[config.mk]
export PLATFORM = sky130hd
export DESIGN_NAME = mips_cpu_bus_if
export DESIGN_NICKNAME = d
export VERILOG_FILES = /design/src/rtl/mips_cpu_bus_if.sv
export SDC_FILE = /design/constraint.sdc
export NUM_CORES = 1
export LEC_CHECK = 0
export CELL_PAD_IN_SITES_DETAIL_PLACEMENT = 2
export CELL_PAD_IN_SITES_GLOBAL_PLACEMENT = 2
export CORE_ASPECT_RATIO = 1.5
export CORE_MARGIN = 3
export CORE_UTILIZATION = 27
export DETAILED_ROUTE_END_ITERATION = 8
export PLACE_DENSITY = 0.91
export SLEW_MARGIN = 10
export SYNTH_ARGS = -nofsm -noshare
export SYNTH_HDL_FRONTEND = slang
export SYNTH_SLANG_ARGS = --single-unit
[constraint.sdc]
create_clock -name clk -period 2.4 [get_ports clk]
set_input_delay 0.72 -clock clk [delete_from_list [all_inputs] [get_ports clk]]
set_output_delay 0.72 -clock clk [all_outputs]
set_load 0.005 [all_outputs]
[src/rtl/mips_cpu_bus_if.sv]
// Avalon-MM master bridging the CPU control FSM to memory for fetches and data accesses.
// One request is in flight at a time. Bus outputs are registered and held through
// avm_waitrequest. Load data is lane-extracted and sign- or zero-extended.
// Optional stall timeout: define MIPS_BUS_TIMEOUT_EN to abort accesses that stall for
// TIMEOUT_CYCLES cycles. Without it the master waits indefinitely and err_timeout is 0.
module mips_cpu_bus_if #(
    parameter int unsigned TIMEOUT_CYCLES = 255
) (
    input  logic        clk,
    input  logic        reset_n,
    input  logic        req_valid,
    output logic        req_ready,
    input  logic        req_write,
    input  logic [31:0] req_addr,
    input  logic [1:0]  req_size,
    input  logic        req_signed,
    input  logic [31:0] req_wdata,
    output logic        rsp_valid,
    output logic [31:0] rsp_rdata,
    output logic        misaligned,
    output logic        err_timeout,
    output logic [31:0] avm_address,
    output logic        avm_read,
    output logic        avm_write,
    output logic [31:0] avm_writedata,
    output logic [3:0]  avm_byteenable,
    input  logic [31:0] avm_readdata,
    input  logic        avm_waitrequest
);

    typedef enum logic [1:0] {StIdle, StBus, StResp} state_e;

    state_e      state_q;
    logic [1:0]  size_q;
    logic [1:0]  lane_q;
    logic        signed_q;
    logic        avm_read_q;
    logic        avm_write_q;
    logic [31:0] avm_address_q;
    logic [31:0] avm_writedata_q;
    logic [3:0]  avm_byteenable_q;
    logic        rsp_valid_q;
    logic [31:0] rsp_rdata_q;
    logic        misaligned_q;

    logic        req_legal;
    logic [3:0]  req_be;
    logic [31:0] req_lanes;
    logic [31:0] lane_data;
    logic [31:0] load_data;
    logic        timeout_hit;

    if (TIMEOUT_CYCLES == 0) begin : g_param_check
        $error("TIMEOUT_CYCLES must be nonzero");
    end

    // Legality check and byte-lane steering of the live request
    always_comb begin
        req_legal = 1'b1;
        req_be    = 4'b1111;
        req_lanes = req_wdata;
        unique case (req_size)
            2'b00: begin
                req_be    = 4'b0001 << req_addr[1:0];
                req_lanes = {4{req_wdata[7:0]}};
            end
            2'b01: begin
                req_legal = ~req_addr[0];
                req_be    = req_addr[1] ? 4'b1100 : 4'b0011;
                req_lanes = {2{req_wdata[15:0]}};
            end
            2'b10: req_legal = (req_addr[1:0] == 2'b00);
            default: req_legal = 1'b0;
        endcase
    end

    // Pull the addressed lane down to bit 0 and extend it to 32 bits
    always_comb begin
        lane_data = avm_readdata >> {lane_q, 3'b000};
        unique case (size_q)
            2'b00:   load_data = {{24{signed_q & lane_data[7]}}, lane_data[7:0]};
            2'b01:   load_data = {{16{signed_q & lane_data[15]}}, lane_data[15:0]};
            default: load_data = lane_data;
        endcase
    end

`ifdef MIPS_BUS_TIMEOUT_EN
    localparam int unsigned CntW = (TIMEOUT_CYCLES > 1) ? $clog2(TIMEOUT_CYCLES) : 1;

    logic [CntW-1:0] stall_cnt_q;
    logic            err_timeout_q;

    // Abort on the stall edge that completes TIMEOUT_CYCLES stalled cycles
    assign timeout_hit = avm_waitrequest && (32'(stall_cnt_q) == TIMEOUT_CYCLES - 1);

    // Stall counter, cleared whenever the master is outside BUS
    always_ff @(posedge clk or negedge reset_n) begin
        if (!reset_n) begin
            stall_cnt_q   <= '0;
            err_timeout_q <= 1'b0;
        end else begin
            err_timeout_q <= (state_q == StBus) && timeout_hit;
            if (state_q != StBus) begin
                stall_cnt_q <= '0;
            end else if (avm_waitrequest) begin
                stall_cnt_q <= stall_cnt_q + CntW'(1);
            end
        end
    end

    assign err_timeout = err_timeout_q;
`else
    assign timeout_hit = 1'b0;
    assign err_timeout = 1'b0;
`endif

    // Request FSM with registered bus and response outputs
    always_ff @(posedge clk or negedge reset_n) begin
        if (!reset_n) begin
            state_q          <= StIdle;
            size_q           <= 2'b00;
            lane_q           <= 2'b00;
            signed_q         <= 1'b0;
            avm_read_q       <= 1'b0;
            avm_write_q      <= 1'b0;
            avm_address_q    <= '0;
            avm_writedata_q  <= '0;
            avm_byteenable_q <= '0;
            rsp_valid_q      <= 1'b0;
            rsp_rdata_q      <= '0;
            misaligned_q     <= 1'b0;
        end else begin
            rsp_valid_q  <= 1'b0;
            misaligned_q <= 1'b0;
            unique case (state_q)
                StIdle: begin
                    if (req_valid) begin
                        if (req_legal) begin
                            avm_address_q    <= {req_addr[31:2], 2'b00};
                            avm_read_q       <= ~req_write;
                            avm_write_q      <= req_write;
                            avm_byteenable_q <= req_be;
                            avm_writedata_q  <= req_lanes;
                            size_q           <= req_size;
                            lane_q           <= req_addr[1:0];
                            signed_q         <= req_signed;
                            state_q          <= StBus;
                        end else begin
                            misaligned_q <= 1'b1;
                        end
                    end
                end
                StBus: begin
                    if (timeout_hit) begin
                        avm_read_q  <= 1'b0;
                        avm_write_q <= 1'b0;
                        rsp_valid_q <= 1'b1;
                        rsp_rdata_q <= '0;
                        state_q     <= StIdle;
                    end else if (!avm_waitrequest) begin
                        avm_read_q  <= 1'b0;
                        avm_write_q <= 1'b0;
                        rsp_valid_q <= 1'b1;
                        // Stores return zero; readdata is meaningless for them
                        rsp_rdata_q <= avm_write_q ? '0 : load_data;
                        state_q     <= StResp;
                    end
                end
                StResp: state_q <= StIdle;
                default: state_q <= StIdle;
            endcase
        end
    end

    assign req_ready      = (state_q == StIdle);
    assign rsp_valid      = rsp_valid_q;
    assign rsp_rdata      = rsp_rdata_q;
    assign misaligned     = misaligned_q;
    assign avm_address    = avm_address_q;
    assign avm_read       = avm_read_q;
    assign avm_write      = avm_write_q;
    assign avm_writedata  = avm_writedata_q;
    assign avm_byteenable = avm_byteenable_q;

endmodule

* Word-level counts from Yosys, hierarchy flattened
Index checks and enable logic that the tools add are counted.
** Cells by class
- Eq/ne operators :: 7
- Shift operators :: 2
- Muxes and demuxes :: 22
- Bitwise gates (word level) :: 5
- Reductions and logical operators :: 9
** Operator list (number)
- 32-bit case mux with 2 select lines :: 2
- 32-bit 2-to-1 mux :: 1
- 32-bit by 5-bit right shift with 32-bit output :: 1
- 1-bit 2-to-1 mux :: 10
- 2-bit logical NOT :: 4
- 4-bit case mux with 2 select lines :: 1
- 2-bit by 1-bit == test with 1-bit output (second input constant) :: 3
- 2-bit 2-to-1 mux :: 3
- 3-bit AND reduction :: 2
- 4-bit 2-to-1 mux :: 1
- 2-bit != test (second input constant) :: 2
- 1-bit case mux with 2 select lines :: 2
- 2-bit case mux with 2 select lines :: 1
- 4-bit AND reduction :: 1
- 1-bit by 2-bit << shifter with 4-bit output (first input constant) :: 1
- 1-bit NOT :: 3
- 1-bit case mux with 3 select lines :: 1
- 1-bit bitwise AND :: 2
- 2-bit == test (second input constant) :: 1
- 2-bit by 1-bit != test with 1-bit output (second input constant) :: 1
- 2-bit AND reduction :: 1
- 2-bit nonzero test :: 1
** Storage, ports and cells
- Register bits after elaboration :: 109
- Input port bits :: 104
- Output and inout port bits :: 106
- Word-level logic and storage cells :: 57

* Depth between registers and ports, before layout
- Word-level depth :: 5
- Mapped depth :: 7
- Mapped depth without buffers :: 4

* Least setup slack after synthesis
OpenSTA, ideal clock, no wires.
- Kind :: input to register
- Start :: input port avm_waitrequest
- End :: register rsp_rdata_q[24] (netlist: rsp_rdata[24])
- Setup time :: 0.064 ns
- Arrival time :: 2.065 ns
- Data required time :: 2.336 ns
- Slack :: 0.271 ns
- Stages :: 6
- Buffers on the path :: 2
- Cell sequence :: or4b_1 > buf_6 > nor3b_4 > and2b_1 > buf_6 > a221o_2
** Between the ends
- Cells in the longest elaborated chain, start to end :: 2
** RTL lines
- start: declaration :: line 28 : input logic avm_waitrequest
- 1-bit NOT (no line)
- 2-bit AND reduction (no line)
- end signal: assignment :: line 165 : rsp_rdata_q <= avm_write_q ? '0 : load_data;
- end: declaration :: line 43 : logic [31:0] rsp_rdata_q;
Every way passes these cells.
A chain may end at the register's enable or synchronous reset.

* Worst setup path after layout
- Start :: register state_q[1]
- End :: output port req_ready
** Between the ends
- Cells in the longest elaborated chain, start to end :: 1
** RTL lines
- start: declaration :: line 33 : state_e state_q;
- start signal: assignment :: line 120 : state_q <= StIdle;
- start signal: assignment :: line 147 : state_q <= StBus;
- start signal: assignment :: line 159 : state_q <= StIdle;
- 2-bit logical NOT :: line 175 : assign req_ready = (state_q == StIdle);
- end: declaration :: line 12 : output logic req_ready,
Every way passes these cells.

==> qor.csv <==
metric,value,unit
CTS root buffer,clkbuf_16,
first-pass GRT wire length,29770,microns
Power Total,7596,uW
FMAX,439.4,MHz
num ports,210,
die area,20510,sq um
Max clock buf depth,2,
Clock Latency Late Sink,0.35,ns
depth of the CTS H-tree,3,
total area of multi-input combinational cells,2183,sq um
unrepaired setup endpoints after global routing,no,
Comb pwr share,42.3,%
port bufs,206,
Critical R2R Launch,lane_q[1],
worst-path fanout max,4,
Yosys reg bits,109,
DR iter-0 viols,153,
average wire per standard cell,21.88,microns
synthesized area,5075,sq um
FILL cells,1859,
Overall Global Routing Usage,18.65,%
layout cells sized above 1,26.61,%
Ys Warns,0,
Avg Synthesized Cell Area,12.88,sq um
post-CTS sizing,0,
initial antenna violation count,1,
Area after DPL,7617,sq um
P_int,5274,uW
post-synth cell types,34,
"Hold Vio Cnt, Final",0,
final instance area,7891,sq um
DP HPWL,15110,microns
via density per instance,4.796,
Nets,720,
Mapped Cells,394,
Routed WL,19020,microns
drt first pass iters,4,
WP data arrival,1.56,ns
Tcrit/Tclk final,94.83,%
clock share of power,18.8,%
"commonest non-fill, non-tap cell in the layout",clkdlybuf4s50_1,
Clock transition at path regs,0.08,ns
DRC,0,
vias in the first global route,4969,
P_leak,0.003289,uW
chip width,117.9,microns
Reg power frac,39.0,%
Area growth syn-to-layout,55.50,%
Crit Path Category,flop to output port,
Synth async-reset ratio,100.0,%
CP Capture Type,output port,
Peak supply drop,0.0003984,V
sw frac,30.57,%
worst-case reg-to-reg path depth,5,
Power Dens Cells,962.6,nW/um^2
Final Max Slew Viols,0,
Psw,2322,uW
Detail Route Antenna Nets,0,
reg2reg setup slack,0.38,ns
die height,173.9,microns
number of max-cap violations,0,
Setup Skew,0.006559,ns
FF/Latch Area,2728,sq um
FP Rows,60,
run status,"complete, no violations",
CTS tree,yes,
hold buffer count at CTS,0,
Worst R2R End,rsp_rdata[8],
setup violators final,0,
commonest register cell after synthesis,dfrtp_1,
RePlAce Congestion,0.8197,
vias post-DR,4168,
largest net degree at the start of global routing,35,
Critical Path RT,1.68,ns
Tmin final,2.276,ns
Post-synth EDFFs,0,
initial core utilization,27.93,%
core footprint,18170,sq um
Clock Sinks,109,
Inst Count DP,853,
number of CTS-inserted buffers,9,
"commonest cells after routing, fill and taps aside","205 x clkdlybuf4s50_1, 109 x dfrtp_1, 93 x mux2_2",
sequential area share after synthesis,53.75,%
grt ovf,0,
"Cell Count, Final, Fillers Out",869,
CP Launch Type,flop,
Hold WC Path Type,primary input to asynchronous set/reset pin,
post-CTS setup buffer count,0,
layer usage:
layer  up-vias  GRT usage (%)  routed length (microns)
met4         0          6.308                      522
met5         -              0                        0
met3        23          4.395                      951
met2       146          36.60                    10910
met1      2123          19.06                     6633
li1       1876              -                        -
kinds of logic after synthesis:
group / after synthesis / synth area share (%)
muxes: 121 / 26.65
and+or+nand+nor: 53 / 5.572
DFF: 109 / 53.75
other: 1 / 0.07389
AOI/OAI and AO/OA: 75 / 10.43
buffers and inverters: 35 / 3.526
synthesized netlist by cell type, drive strengths merged (3+ instances only):
master	count	area (sq um)
nand3b	10	75.07
mux2	93	1047
buf	19	118.9
nor2	6	22.52
nand2	27	101.4
dfrtp	109	2728
clkbuf	13	48.80
mux2i	26	260.3
a221o	16	178.9
a21oi	9	45.04
o21ai	35	175.2
a22o	8	70.07
inv	3	11.26
how the worst max path moves through the flow:
stage               depth (start not counted)  slack, ns             start             to
floorplan                                   6       0.27   avm_waitrequest  rsp_rdata[24]
global placement                            6      -0.12  avm_readdata[23]   rsp_rdata[9]
detailed placement                          6      -0.21  avm_readdata[23]   rsp_rdata[8]
CTS                                         2       0.11        state_q[1]      req_ready
global route                                6       0.06  avm_readdata[23]   rsp_rdata[8]
finish                                      2       0.12        state_q[1]      req_ready
state kept, by name (all words and copies together), names as in the netlist:
signal,count
rsp_rdata,32
avm_byteenable,4
avm_read,1
size_q,2
avm_write,1
state_q,2
avm_writedata,32
lane_q,2
avm_address,30
misaligned,1
signed_q,1
rsp_valid,1
final cells by class:
| class | instances | share of cell area (%) |
|---|---|---|
| Sequential cell | 109 | 34.56 |
| Timing Repair Buffer | 241 | 30.22 |
| Multi-Input combinational cell | 252 | 27.67 |
| Tap cell | 248 | 3.932 |
| Clock buffer | 9 | 2.854 |
| Clock inverter | 6 | 0.5866 |
| Inverter | 3 | 0.1427 |
| Antenna cell | 1 | 0.03171 |
through the flow:
stage          utilization (%)  TNS [ns]  setup slack (ns)  hold slack (ns)
6_report                 43.44         0            0.1241           0.3085
5_1_grt                  43.44         0           0.06152           0.3348
4_1_cts                  43.42         0            0.1115           0.3166
3_5_place_dp             41.93    -13.89           -0.2098           0.4938
3_3_place_gp             41.93    -6.693           -0.1232           0.4797
2_1_floorplan                -         0            0.2710           0.4244
power groups by stage:
stage	clock (uW)	combinational [uW]	sequential, uW
3_3_place_gp	0	3110	2920
3_5_place_dp	0	3260	3010
5_1_grt	1550	3460	3060
2_1_floorplan	0	1160	2930
4_1_cts	1480	3290	2980
6_report	1430	3210	2960
worst max-delay path: stages (launching register included):
cell	delay, ns
dfrtp_1	0.41
nor2_1	0.20
clkdlybuf4s50_1	0.59
Note: power is estimated with default switching activity, not from simulation.
